**config.mk**
```make
export PLATFORM = sky130hd
export DESIGN_NAME = bsg_dram_ch_req_issue
export DESIGN_NICKNAME = d
export VERILOG_FILES = /design/src/rtl/bsg_dram_req_pkg.sv /design/src/rtl/bsg_dram_req_fifo.sv /design/src/rtl/bsg_dram_ch_req_issue.sv
export SDC_FILE = /design/constraint.sdc
export NUM_CORES = 1
export LEC_CHECK = 0
export CAP_MARGIN = 20
export CORE_ASPECT_RATIO = 2
export CORE_MARGIN = 4
export CORE_UTILIZATION = 45
export CTS_BUF_LIST = sky130_fd_sc_hd__clkbuf_2 sky130_fd_sc_hd__clkbuf_4 sky130_fd_sc_hd__clkbuf_8
export CTS_CLUSTER_DIAMETER = 150
export DETAILED_ROUTE_END_ITERATION = 6
export PLACE_DENSITY = 0.68
export RECOVER_POWER = 100
export SYNTH_ARGS = -nofsm -noshare
export SYNTH_HDL_FRONTEND = slang
export SYNTH_SLANG_ARGS = --single-unit
```
**constraint.sdc**
```tcl
create_clock -name clk_i -period 2.77 [get_ports clk_i]
set_input_delay 0.554 -clock clk_i [delete_from_list [all_inputs] [get_ports clk_i]]
set_output_delay 0.554 -clock clk_i [all_outputs]
set_load 0.02 [all_outputs]
```
**src/rtl/bsg_dram_req_pkg.sv**
```systemverilog
// Shared types for the DRAM channel request issue stage: command layout and
// protocol-error causes.
`ifndef BSG_DRAM_REQ_PKG_SV
`define BSG_DRAM_REQ_PKG_SV

// Command FIFO entry; address width is fixed by the instantiating module.
`define BSG_DRAM_REQ_CMD_S(addr_w) struct packed { logic write_not_read; logic [(addr_w)-1:0] addr; }

package bsg_dram_req_pkg;

  typedef enum logic [1:0] {
    e_err_none,
    e_err_cmd_underflow,
    e_err_data_underflow,
    e_err_credit_underflow
  } err_cause_e;

  // Pointer width with one extra wrap bit so full and empty are distinguishable.
  function automatic int ptr_width(input int els);
    return $clog2(els) + 1;
  endfunction

endpackage

`endif

```
**src/rtl/bsg_dram_req_fifo.sv**
```systemverilog
// In-order 1r1w FIFO: valid/ready push, yumi pop, wrap-bit pointers,
// asynchronous active-high reset. No bypass: a push is visible one cycle later.
module bsg_dram_req_fifo
  import bsg_dram_req_pkg::*;
#(
  parameter int width_p = 8,
  parameter int els_p   = 4
) (
  input  logic               clk_i,
  input  logic               reset_i,
  input  logic               v_i,
  input  logic [width_p-1:0] data_i,
  output logic               ready_o,
  output logic               v_o,
  output logic [width_p-1:0] data_o,
  input  logic               yumi_i
);

  localparam int ptr_w = ptr_width(els_p);

  logic [width_p-1:0] mem [els_p];
  logic [ptr_w-1:0]   wr_ptr_r, rd_ptr_r;
  logic               live_r;
  logic               full, empty, push, pop;

  assign empty   = (wr_ptr_r == rd_ptr_r);
  assign full    = (wr_ptr_r == {~rd_ptr_r[ptr_w-1], rd_ptr_r[ptr_w-2:0]});
  // Ready is held low until the first edge after reset release; full blocks push even if popping.
  assign ready_o = live_r & ~full;
  assign v_o     = ~empty;
  assign data_o  = mem[rd_ptr_r[ptr_w-2:0]];
  assign push    = v_i & ready_o;
  assign pop     = yumi_i & ~empty;

  always_ff @(posedge clk_i or posedge reset_i) begin
    if (reset_i) begin
      wr_ptr_r <= '0;
      rd_ptr_r <= '0;
      live_r   <= 1'b0;
    end else begin
      live_r <= 1'b1;
      if (push) wr_ptr_r <= wr_ptr_r + ptr_w'(1);
      if (pop)  rd_ptr_r <= rd_ptr_r + ptr_w'(1);
    end
  end

  always_ff @(posedge clk_i) begin
    if (push) mem[wr_ptr_r[ptr_w-2:0]] <= data_i;
  end

endmodule

```
**src/rtl/bsg_dram_ch_req_issue.sv**
```systemverilog
// Per-channel DRAM request issue: pairs buffered commands with write data,
// throttles reads against a return-credit limit, and flags protocol errors.
// Handshakes: push when v & ready (ready never depends on v); pop when yumi,
// which the consumer may raise only while the matching valid is high.
module bsg_dram_ch_req_issue
  import bsg_dram_req_pkg::*;
#(
  parameter int channel_addr_width_p = 16,
  parameter int data_width_p         = 32,
  parameter int cmd_els_p            = 4,
  parameter int data_els_p           = 4,
  parameter int max_reads_p          = 8,
  localparam int credit_w            = $clog2(max_reads_p + 1)
) (
  input  logic                            clk_i,
  input  logic                            reset_i,
  input  logic                            cmd_v_i,
  input  logic                            cmd_write_not_read_i,
  input  logic [channel_addr_width_p-1:0] cmd_addr_i,
  output logic                            cmd_ready_o,
  input  logic                            wdata_v_i,
  input  logic [data_width_p-1:0]         wdata_i,
  output logic                            wdata_ready_o,
  output logic                            v_o,
  output logic                            write_not_read_o,
  output logic [channel_addr_width_p-1:0] ch_addr_o,
  input  logic                            yumi_i,
  output logic                            data_v_o,
  output logic [data_width_p-1:0]         data_o,
  input  logic                            data_yumi_i,
  input  logic                            rdata_v_i,
  output logic [credit_w-1:0]             reads_outstanding_o,
  output logic                            idle_o,
  output logic                            err_o
);

  typedef `BSG_DRAM_REQ_CMD_S(channel_addr_width_p) cmd_s;

  cmd_s                cmd_in, cmd_head;
  logic                cmd_head_v, cmd_pop, data_pop;
  logic                read_issue, credit_ret, credit_ok;
  logic [credit_w-1:0] credits_r, credits_n;
  logic                err_r;
  err_cause_e          err_cause;

  assign cmd_in.write_not_read = cmd_write_not_read_i;
  assign cmd_in.addr           = cmd_addr_i;

  bsg_dram_req_fifo #(.width_p($bits(cmd_s)), .els_p(cmd_els_p)) cmd_fifo (
    .clk_i   (clk_i),
    .reset_i (reset_i),
    .v_i     (cmd_v_i),
    .data_i  (cmd_in),
    .ready_o (cmd_ready_o),
    .v_o     (cmd_head_v),
    .data_o  (cmd_head),
    .yumi_i  (cmd_pop)
  );

  bsg_dram_req_fifo #(.width_p(data_width_p), .els_p(data_els_p)) data_fifo (
    .clk_i   (clk_i),
    .reset_i (reset_i),
    .v_i     (wdata_v_i),
    .data_i  (wdata_i),
    .ready_o (wdata_ready_o),
    .v_o     (data_v_o),
    .data_o  (data_o),
    .yumi_i  (data_pop)
  );

  // A credit-starved read at the head blocks everything behind it.
  assign credit_ok        = (credits_r < credit_w'(max_reads_p));
  assign v_o              = cmd_head_v & (cmd_head.write_not_read ? data_v_o : credit_ok);
  assign write_not_read_o = cmd_head.write_not_read;
  assign ch_addr_o        = cmd_head.addr;

  always_comb begin
    cmd_pop    = yumi_i & v_o;
    data_pop   = data_yumi_i & data_v_o;
    read_issue = cmd_pop & ~cmd_head.write_not_read;
    // A return in the same cycle as a read issue is legal even from zero.
    credit_ret = rdata_v_i & ((credits_r != '0) | read_issue);

    err_cause = e_err_none;
    if (yumi_i & ~v_o)                 err_cause = e_err_cmd_underflow;
    else if (data_yumi_i & ~data_v_o)  err_cause = e_err_data_underflow;
    else if (rdata_v_i & ~credit_ret)  err_cause = e_err_credit_underflow;

    credits_n = credits_r;
    case ({read_issue, credit_ret})
      2'b10:   credits_n = credits_r + credit_w'(1);
      2'b01:   credits_n = credits_r - credit_w'(1);
      default: credits_n = credits_r;
    endcase
  end

  always_ff @(posedge clk_i or posedge reset_i) begin
    if (reset_i) begin
      credits_r <= '0;
      err_r     <= 1'b0;
    end else begin
      credits_r <= credits_n;
      if (err_cause != e_err_none) err_r <= 1'b1;
    end
  end

  assign reads_outstanding_o = credits_r;
  assign err_o               = err_r;
  assign idle_o              = ~cmd_head_v & ~data_v_o & (credits_r == '0);

endmodule

```
==> metrics.md <==
| Metric | Value |
|---|---|
| Internal | `7.10 mW` |
| Net switching power | `between 3 and 4 mW` |
| Largest net degree at the start of global routing | `35` |
| Cells after DPL | `696` |
| I/O pins | `115` |
| Synth-to-Final Area Change | `24.7%` |
| WP buf/inv | `2` |
| Crit Path Class | `reg -> out` |
| CTS H-tree depth | `1` |
| Clock skew | `7.42 ps` |
| Post-synth EDFFs | `196` |
| Clk pwr share | `21.7%` |
| Number of DRC markers in iteration 0 | `between 90 and 100` |
| Overflow after GRT | `0` |
| Starting Density | `46.1%` |
| Most common cell in the netlist | `edfxtp_1` |
| Slew Limit Fails | `0` |
| Post-synth top flop | `edfxtp_1` |
| Chip height | `around 200 um` |
| Clk sink count | `around 210` |
| Top-area cell type share of the netlist area | `71.1%` |
| TritonCTS clock tree | `done` |
| Status | `completed` |
| Slew margin rel. | `38.7%` |
| Hold WC Path Type | `reg -> reg` |
| Area contributors post-synth | `edfxtp_1 (71%), mux4_2 (12%), dfrtp_1 (5.4%), ha_1 (2.0%), mux4_1 (1.9%)` |
| Sw frac | `32.8%` |
| Crit Path Max Fanout | `16` |
| Ys async rst share | `8.41%` |
| R2r startpoint | `reads_outstanding_o[2]` |
| DR DRC count | `0` |
| Synthesized flop and latch total | `214` |
| RSZ-0062 raised after global routing | `false` |
| CTS Buffer Depth | `3` |
| WHS | `approximately 530 ps` |
| Root Driver | `clkbuf_8` |
| Routed WL per cell | `20.8 um` |
| Total Routing Usage GR | `15.6%` |
| Hold Fails Final Rpt | `0` |
| Die Area | `20700 um2` |
| Final wirelength | `between 15 and 20 mm` |
| Max cap viols | `0` |
| CP top delay family | `buffers and inverters` |
| DR vias/cell | `between 5 and 6` |
| Setup WS pre-CTS | `-23.3 ps` |
| Worst-Margin Slew | `between 900 and 1000 ps` |
| Synth warn | `0` |
| HPWL Detailed | `a little over 10 mm` |
| Post-synthesis sequential area ratio | `roughly three quarters` |
| Initial antenna violation count | `1` |
| Number of port buffers | `114` |
| Crit path cell chain | `buf_12, mux4_2, dlygate4sd2_1` |
| Critical Path Start Type | `register` |
| Pre-antenna DRT Iters | `4` |
| Combinational Power Share | `37.6%` |
| Post-synth top cells | `edfxtp_1 (196), mux4_2 (43), dfrtp_1 (18), ha_1 (13), xnor2_1 (13)` |
| Rows | `69` |
| Crit share post-route | `a little over nine tenths` |
| Number of global-route vias before repair | `between 4000 and 5000` |
| Synth unique cells | `39` |
| Seq pwr share | `40.7%` |
| Antenna diodes | `0` |
| Peak supply drop | `approximately 0.74 mV` |
| Clock-pin slew on the worst setup and hold paths | `70 ps` |
| Nets@finish | `588` |
| Final Setup Violations | `0` |
| Pwr Total | `10.6 mW` |
| Layout cells sized above 1 | `24.6%` |
| Critical Path RT | `2220 ps` |
| Average size of a mapped cell | `22.9 um2` |
| First-pass GRT wire length | `25.2 mm` |
| Core region area | `18000 um2` |
| Fmax achieved | `0.376 GHz` |
| Syn Inst Count | `362` |
| Synth area leader | `edfxtp_1` |
| Routed Antenna Nets | `0` |
| Setup tns final | `0 ps` |
| Worst setup margin | `113 ps` |
| RePlAce Congestion | `just under 0.8` |
| Max incr delay on CP | `about 530 ps` |
| Syn nets | `between 400 and 500` |
| CP Launch Point | `data_fifo.rd_ptr_r[0]` |
| Die X | `104 um` |
| Post-synthesis cell area | `8270 um2` |
| Hold wc startpoint | `data_fifo.wr_ptr_r[2]` |
| Slowest-stage cell, CP | `mux4_2` |
| Crit path DAT | `between 2000 and 2500 ps` |
| Clk_lat worst skew | `around 540 ps` |
| Minimum clock period | `approximately 2700 ps` |
| Pwr Density | `about 1000 nW/um2` |
| Cts bufs inserted | `29` |
| CP endpoint kind | `output port` |
| Post-route insts no fill | `750` |
| Filler cells | `1371` |
| DR vias | `4027` |
| P_leak | `3.63 nW` |
==> layer usage <==
metal  track usage [%]  wire (um)  share of wire [%]
met1              16.7       5490                 35
met2              29.6       8750                 56
met3              3.93        922                5.9
met4              5.97        416                2.7
met5                 0         15              0.096
==> worst paths after layout <==
check / endpoint / slack, ps / cells past startpoint
max: data_o[29] / 110 / 3
min: data_fifo.wr_ptr_r[2] / 530 / 1
max reg2reg: reads_outstanding_o[2] / 120 / 10
min reg2reg: data_fifo.wr_ptr_r[2] / 530 / 1
max in group asynchronous: cmd_fifo.rd_ptr_r[0] / 1680 / 2
min in group asynchronous: cmd_fifo.wr_ptr_r[1] / 570 / 2
==> layout make-up <==
cell class	instances	area [um2]	share of cell area [%]
flip-flops and latches	214	6340	61.5
multi-input cells	127	1870	18.1
repair buffers	138	1260	12.2
clock buffers	41	489	4.74
well taps	213	267	2.58
clock inverters	8	60.1	0.582
inverters	9	33.8	0.328
==> cell usage in the layout, fill, tap and decap left out, drive strengths merged, types with 3 or more instances in the layout <==
master and n:
a31oi 3, dfrtp 18, nand2 3, mux2 5, and3 8, xnor2 14, mux4 49, clkbuf 56
buf 12, a21oi 3, xor2 7, edfxtp 196, dlygate4sd3 55, nand2b 3, ha 13, clkdlybuf4s50 5
clkinv 7, dlygate4sd2 51, nand3 5, inv 9
==> flip-flops by register name, summed over array words and instances, names as in the netlist <==
| name | flops |
|---|---|
| cmd_fifo.mem | 68 |
| cmd_fifo.rd_ptr_r | 3 |
| cmd_fifo.wr_ptr_r | 3 |
| data_fifo.live_r | 1 |
| data_fifo.mem | 128 |
| data_fifo.rd_ptr_r | 3 |
| data_fifo.wr_ptr_r | 3 |
| err_o | 1 |
| reads_outstanding_o | 4 |
==> through the flow <==
step,instance area [um2],util [%]
finish,10300,57.4
global route,10300,57.4
CTS,10300,57.6
detailed placement,9780,54.4
global placement,9780,54.4
floorplan,8270,-
==> power by group through the flow <==
stage	registers (mW)	logic, mW	clock network (mW)
floorplan	4.31	2.63	0
global placement	4.32	4.26	0
detailed placement	4.36	4.31	0
CTS	4.31	4.14	2.39
global route	4.35	4.29	2.52
finish	4.30	3.97	2.29
==> logic make-up (layout without fill, tap and decap cells) <==
family,after synthesis,count (layout),share of synthesized area (%)
AOI/OAI and AO/OA,10,10,1.09
xor gates and xnor gates,21,21,2.31
adders and majority gates,13,13,1.97
buffers and inverters,21,196,1.18
DFF,214,214,76.6
muxes,54,54,14.3
other,1,1,0.0453
and+or+nand+nor,28,28,2.48
==> timing repair <==
item / 4_1_cts / 5_1_grt
resized for setup: 65 / 1
setup endpoints to repair: 53 / 1
setup buffers: 4 / 0
hold buffers: 0 / 0
cloned: 1 / 0
Note: power is estimated with default switching activity, not from simulation.
==> RTL edit (same settings) <==
`max_reads_p`: 8 -> 4.
--- a/src/rtl/bsg_dram_ch_req_issue.sv
+++ b/src/rtl/bsg_dram_ch_req_issue.sv
@@ -10,5 +10,5 @@
   parameter int cmd_els_p            = 4,
   parameter int data_els_p           = 4,
-  parameter int max_reads_p          = 8,
+  parameter int max_reads_p          = 4,
   localparam int credit_w            = $clog2(max_reads_p + 1)
 ) (
Interface: changed (resized reads_outstanding_o); port bits go from 115 to 114. No check against the original RTL was run, so the function may have changed too.
==> RTL edit against the original RTL <==
Routed wire length fell by 1.8%; critical path depth did not move; area after synthesis fell by 1.1%; sequential cell count fell by 1; cell area fell by 0.36%; worst setup slack got worse by 38 ps; die area fell by 1.0%; total power rose by 1.3%; first-iteration DRC count rose by 46%; hold slack got worse by 11 ps; non-clock buffer count fell by 8; largest cell class unchanged.
==> RTL edit: results (changes against the original RTL) <==
R2R Setup Slk -> 270 ps (+150 ps)
GRT Overall Usage -> 15.4% (-0.28 points)
Antenna violations before repair -> 0 (-1)
LEAKAGE -> 0.00360 uW (-0.80%)
Slew margin rel. -> 34.1% (-4.6 points)
Vias in the first global route -> 4,414 (-5.6%)
Worst VDD drop -> 0.743 mV (+0.16%)
Starting DRT DRC Count -> 140 (+46%)
Area contributors post-synth -> edfxtp_1 72%, mux4_2 12%, dfrtp_1 5.2%
Hpwl dp -> 9.74 mm (-5.5%)
Vias/cell -> 5.36 (-0.21%)
Most frequent cells after synthesis -> 196 x edfxtp_1, 43 x mux4_2, 17 x dfrtp_1
Routability cong. -> 0.731 (-7.4%)
Post-synth EDFFs -> 196 (unchanged)
Max reg flops -> 128 (unchanged)
Syn Nets -> 421 (-2.3%)
H-Tree Level Count -> 1 (unchanged)
DRT Pass-1 Iters -> 5 (+1)
Placement Setup Slack -> 60.1 ps (+83.4 ps)
Final net count -> 570 (-3.1%)
CTS buffer count -> 29 (unchanged)
Clock skew -> 11.2 ps (+3.83 ps)
Post-synthesis async set-or-reset flop share -> 7.98% (-0.43 points)
Port-buffer cells -> 113 (-0.88%)
Hold_sp -> reads_outstanding_o[0]$_DFFE_PP0P_
Worst reg2reg startpoint -> cmd_fifo.rd_ptr_r[0]$_DFFE_PP0P_
Unique masters post-synth -> 37 (-5.1%)
First-pass GRT wire length -> 24.0 mm (-4.8%)
Share of cells above drive strength 1 -> 25.1% (+0.51 points)
FMAX -> 371 MHz (-1.4%)
Outcome -> complete, no violations
Worst EP arrival -> 2140 ps (+40 ps)
Hold crit path type -> register to register
Gr ovfl total -> 0 (unchanged)
Ant. Diodes -> 0 (unchanged)
CTS root buf -> clkbuf_8
FF-to-FF End -> reads_outstanding_o[2]$_DFFE_PP0P_
WL/cell -> 20.8 um (+0.22%)
WHS Path Cells -> 1 (unchanged)
XOR/XNOR Fraction of Synth Area -> 2.13% (-0.19 points)
Worst Reg-to-Reg Cells -> 10 (unchanged)
Endpoint, Worst Hold -> reads_outstanding_o[0]$_DFFE_PP0P_
Clk slew on worst S/H paths -> 70 ps (about the same)
Mux share of post-synthesis cell area -> 14.5% (+0.14 points)
Clk buf depth -> 3 (unchanged)
Seq/Total Area, Yosys -> 77.1% (+0.54 points)
Worst Path Max Fanout -> 8 (-8)
Post-Synth Adder-Cell Area -> 1.93% (-0.040 points)
Compound-Gate Fraction of Synth Area -> 0.795% (-0.29 points)
Largest net degree at the start of global routing -> 35 (unchanged)
Filler cells -> 1,366 (-0.36%)
Yosys warns -> 0 (unchanged)
RTL edit: cell types whose count changed after synthesis, moves of 2 or more:
cell,before,now
ha_1,13,11
nand2b_1,2,0
a21oi_1,3,1
inv_1,9,12
RTL edit: metrics by stage:
stage / instances / hold WS, ps / total power, uW / util (%) / area (um2)
global route: 735 / 558 / 11300 / 57.8 / 10300
global placement: 679 / 511 / 8440 / 54.2 / 9640
floorplan: 353 / 480 / 6840 / - / 8180
finish: 735 / 521 / 10700 / 57.8 / 10300
detailed placement: 679 / 525 / 8520 / 54.2 / 9640
CTS: 732 / 414 / 10800 / 57.7 / 10300
RTL edit: worst max-delay path: stages (launching register included):
cell           delay, ps
dfrtp_4              550
clkbuf_16            210
mux4_2               510
dlygate4sd2_1        340
RTL edit: per-layer routing:
layer,global-route usage (%),share of wire [%],vias up
li1,-,-,1757
met1,17.0,35,2033
met2,28.7,57,123
met3,3.26,6.2,25
met4,4.47,2.1,0
met5,0,0,-
RTL edit: timing repair:
item,4_1_cts,5_1_grt
cloned,1,2
resized for setup,64,18
setup endpoints to repair,52,18
setup buffers,1,1
RTL edit: worst max-delay path by stage:
| stage | startpoint | endpoint | cells past startpoint |
|---|---|---|---|
| after floorplan | data_fifo.rd_ptr_r[0]$_DFFE_PP0P_ | data_fifo.mem[3][0]$_DFFE_PP_ | 4 |
| after global placement | yumi_i | reads_outstanding_o[2]$_DFFE_PP0P_ | 11 |
| after detailed placement | yumi_i | reads_outstanding_o[2]$_DFFE_PP0P_ | 11 |
| after CTS | data_fifo.rd_ptr_r[0]$_DFFE_PP0P_ | idle_o | 4 |
| after global routing | data_fifo.rd_ptr_r[0]$_DFFE_PP0P_ | data_o[6] | 3 |
| final | data_fifo.rd_ptr_r[0]$_DFFE_PP0P_ | data_o[5] | 3 |
RTL edit: area by class of cell:
class                      instances  area (um2)  share of cell area [%]
clock inverter                    10         100                   0.974
clock buffer                      41         514                    5.00
inverter                          12        45.0                   0.438
multi-input combinational        116        1800                    17.5
sequential                       213        6320                    61.5
tap                              213         267                    2.59
timing repair buffer             130        1240                    12.0
RTL edit: cells by family (layout without fill, tap and decap cells):
group | count (synthesis) | after routing
compound gates | 6 | 6
other cells | 1 | 1
buf+inv | 24 | 193
mux | 54 | 54
simple gates | 24 | 24
fa+ha+maj | 12 | 12
xor+xnor | 19 | 19
flops | 213 | 213
RTL edit: power breakdown:
group	leakage [uW]	total [uW]	internal, uW	switching, uW
Sequential	0.00197	4310	4030	281
Clock	0.000317	2460	1380	1080
Combinational	0.00131	3930	1840	2100
Total	0.00360	10700	7240	3460
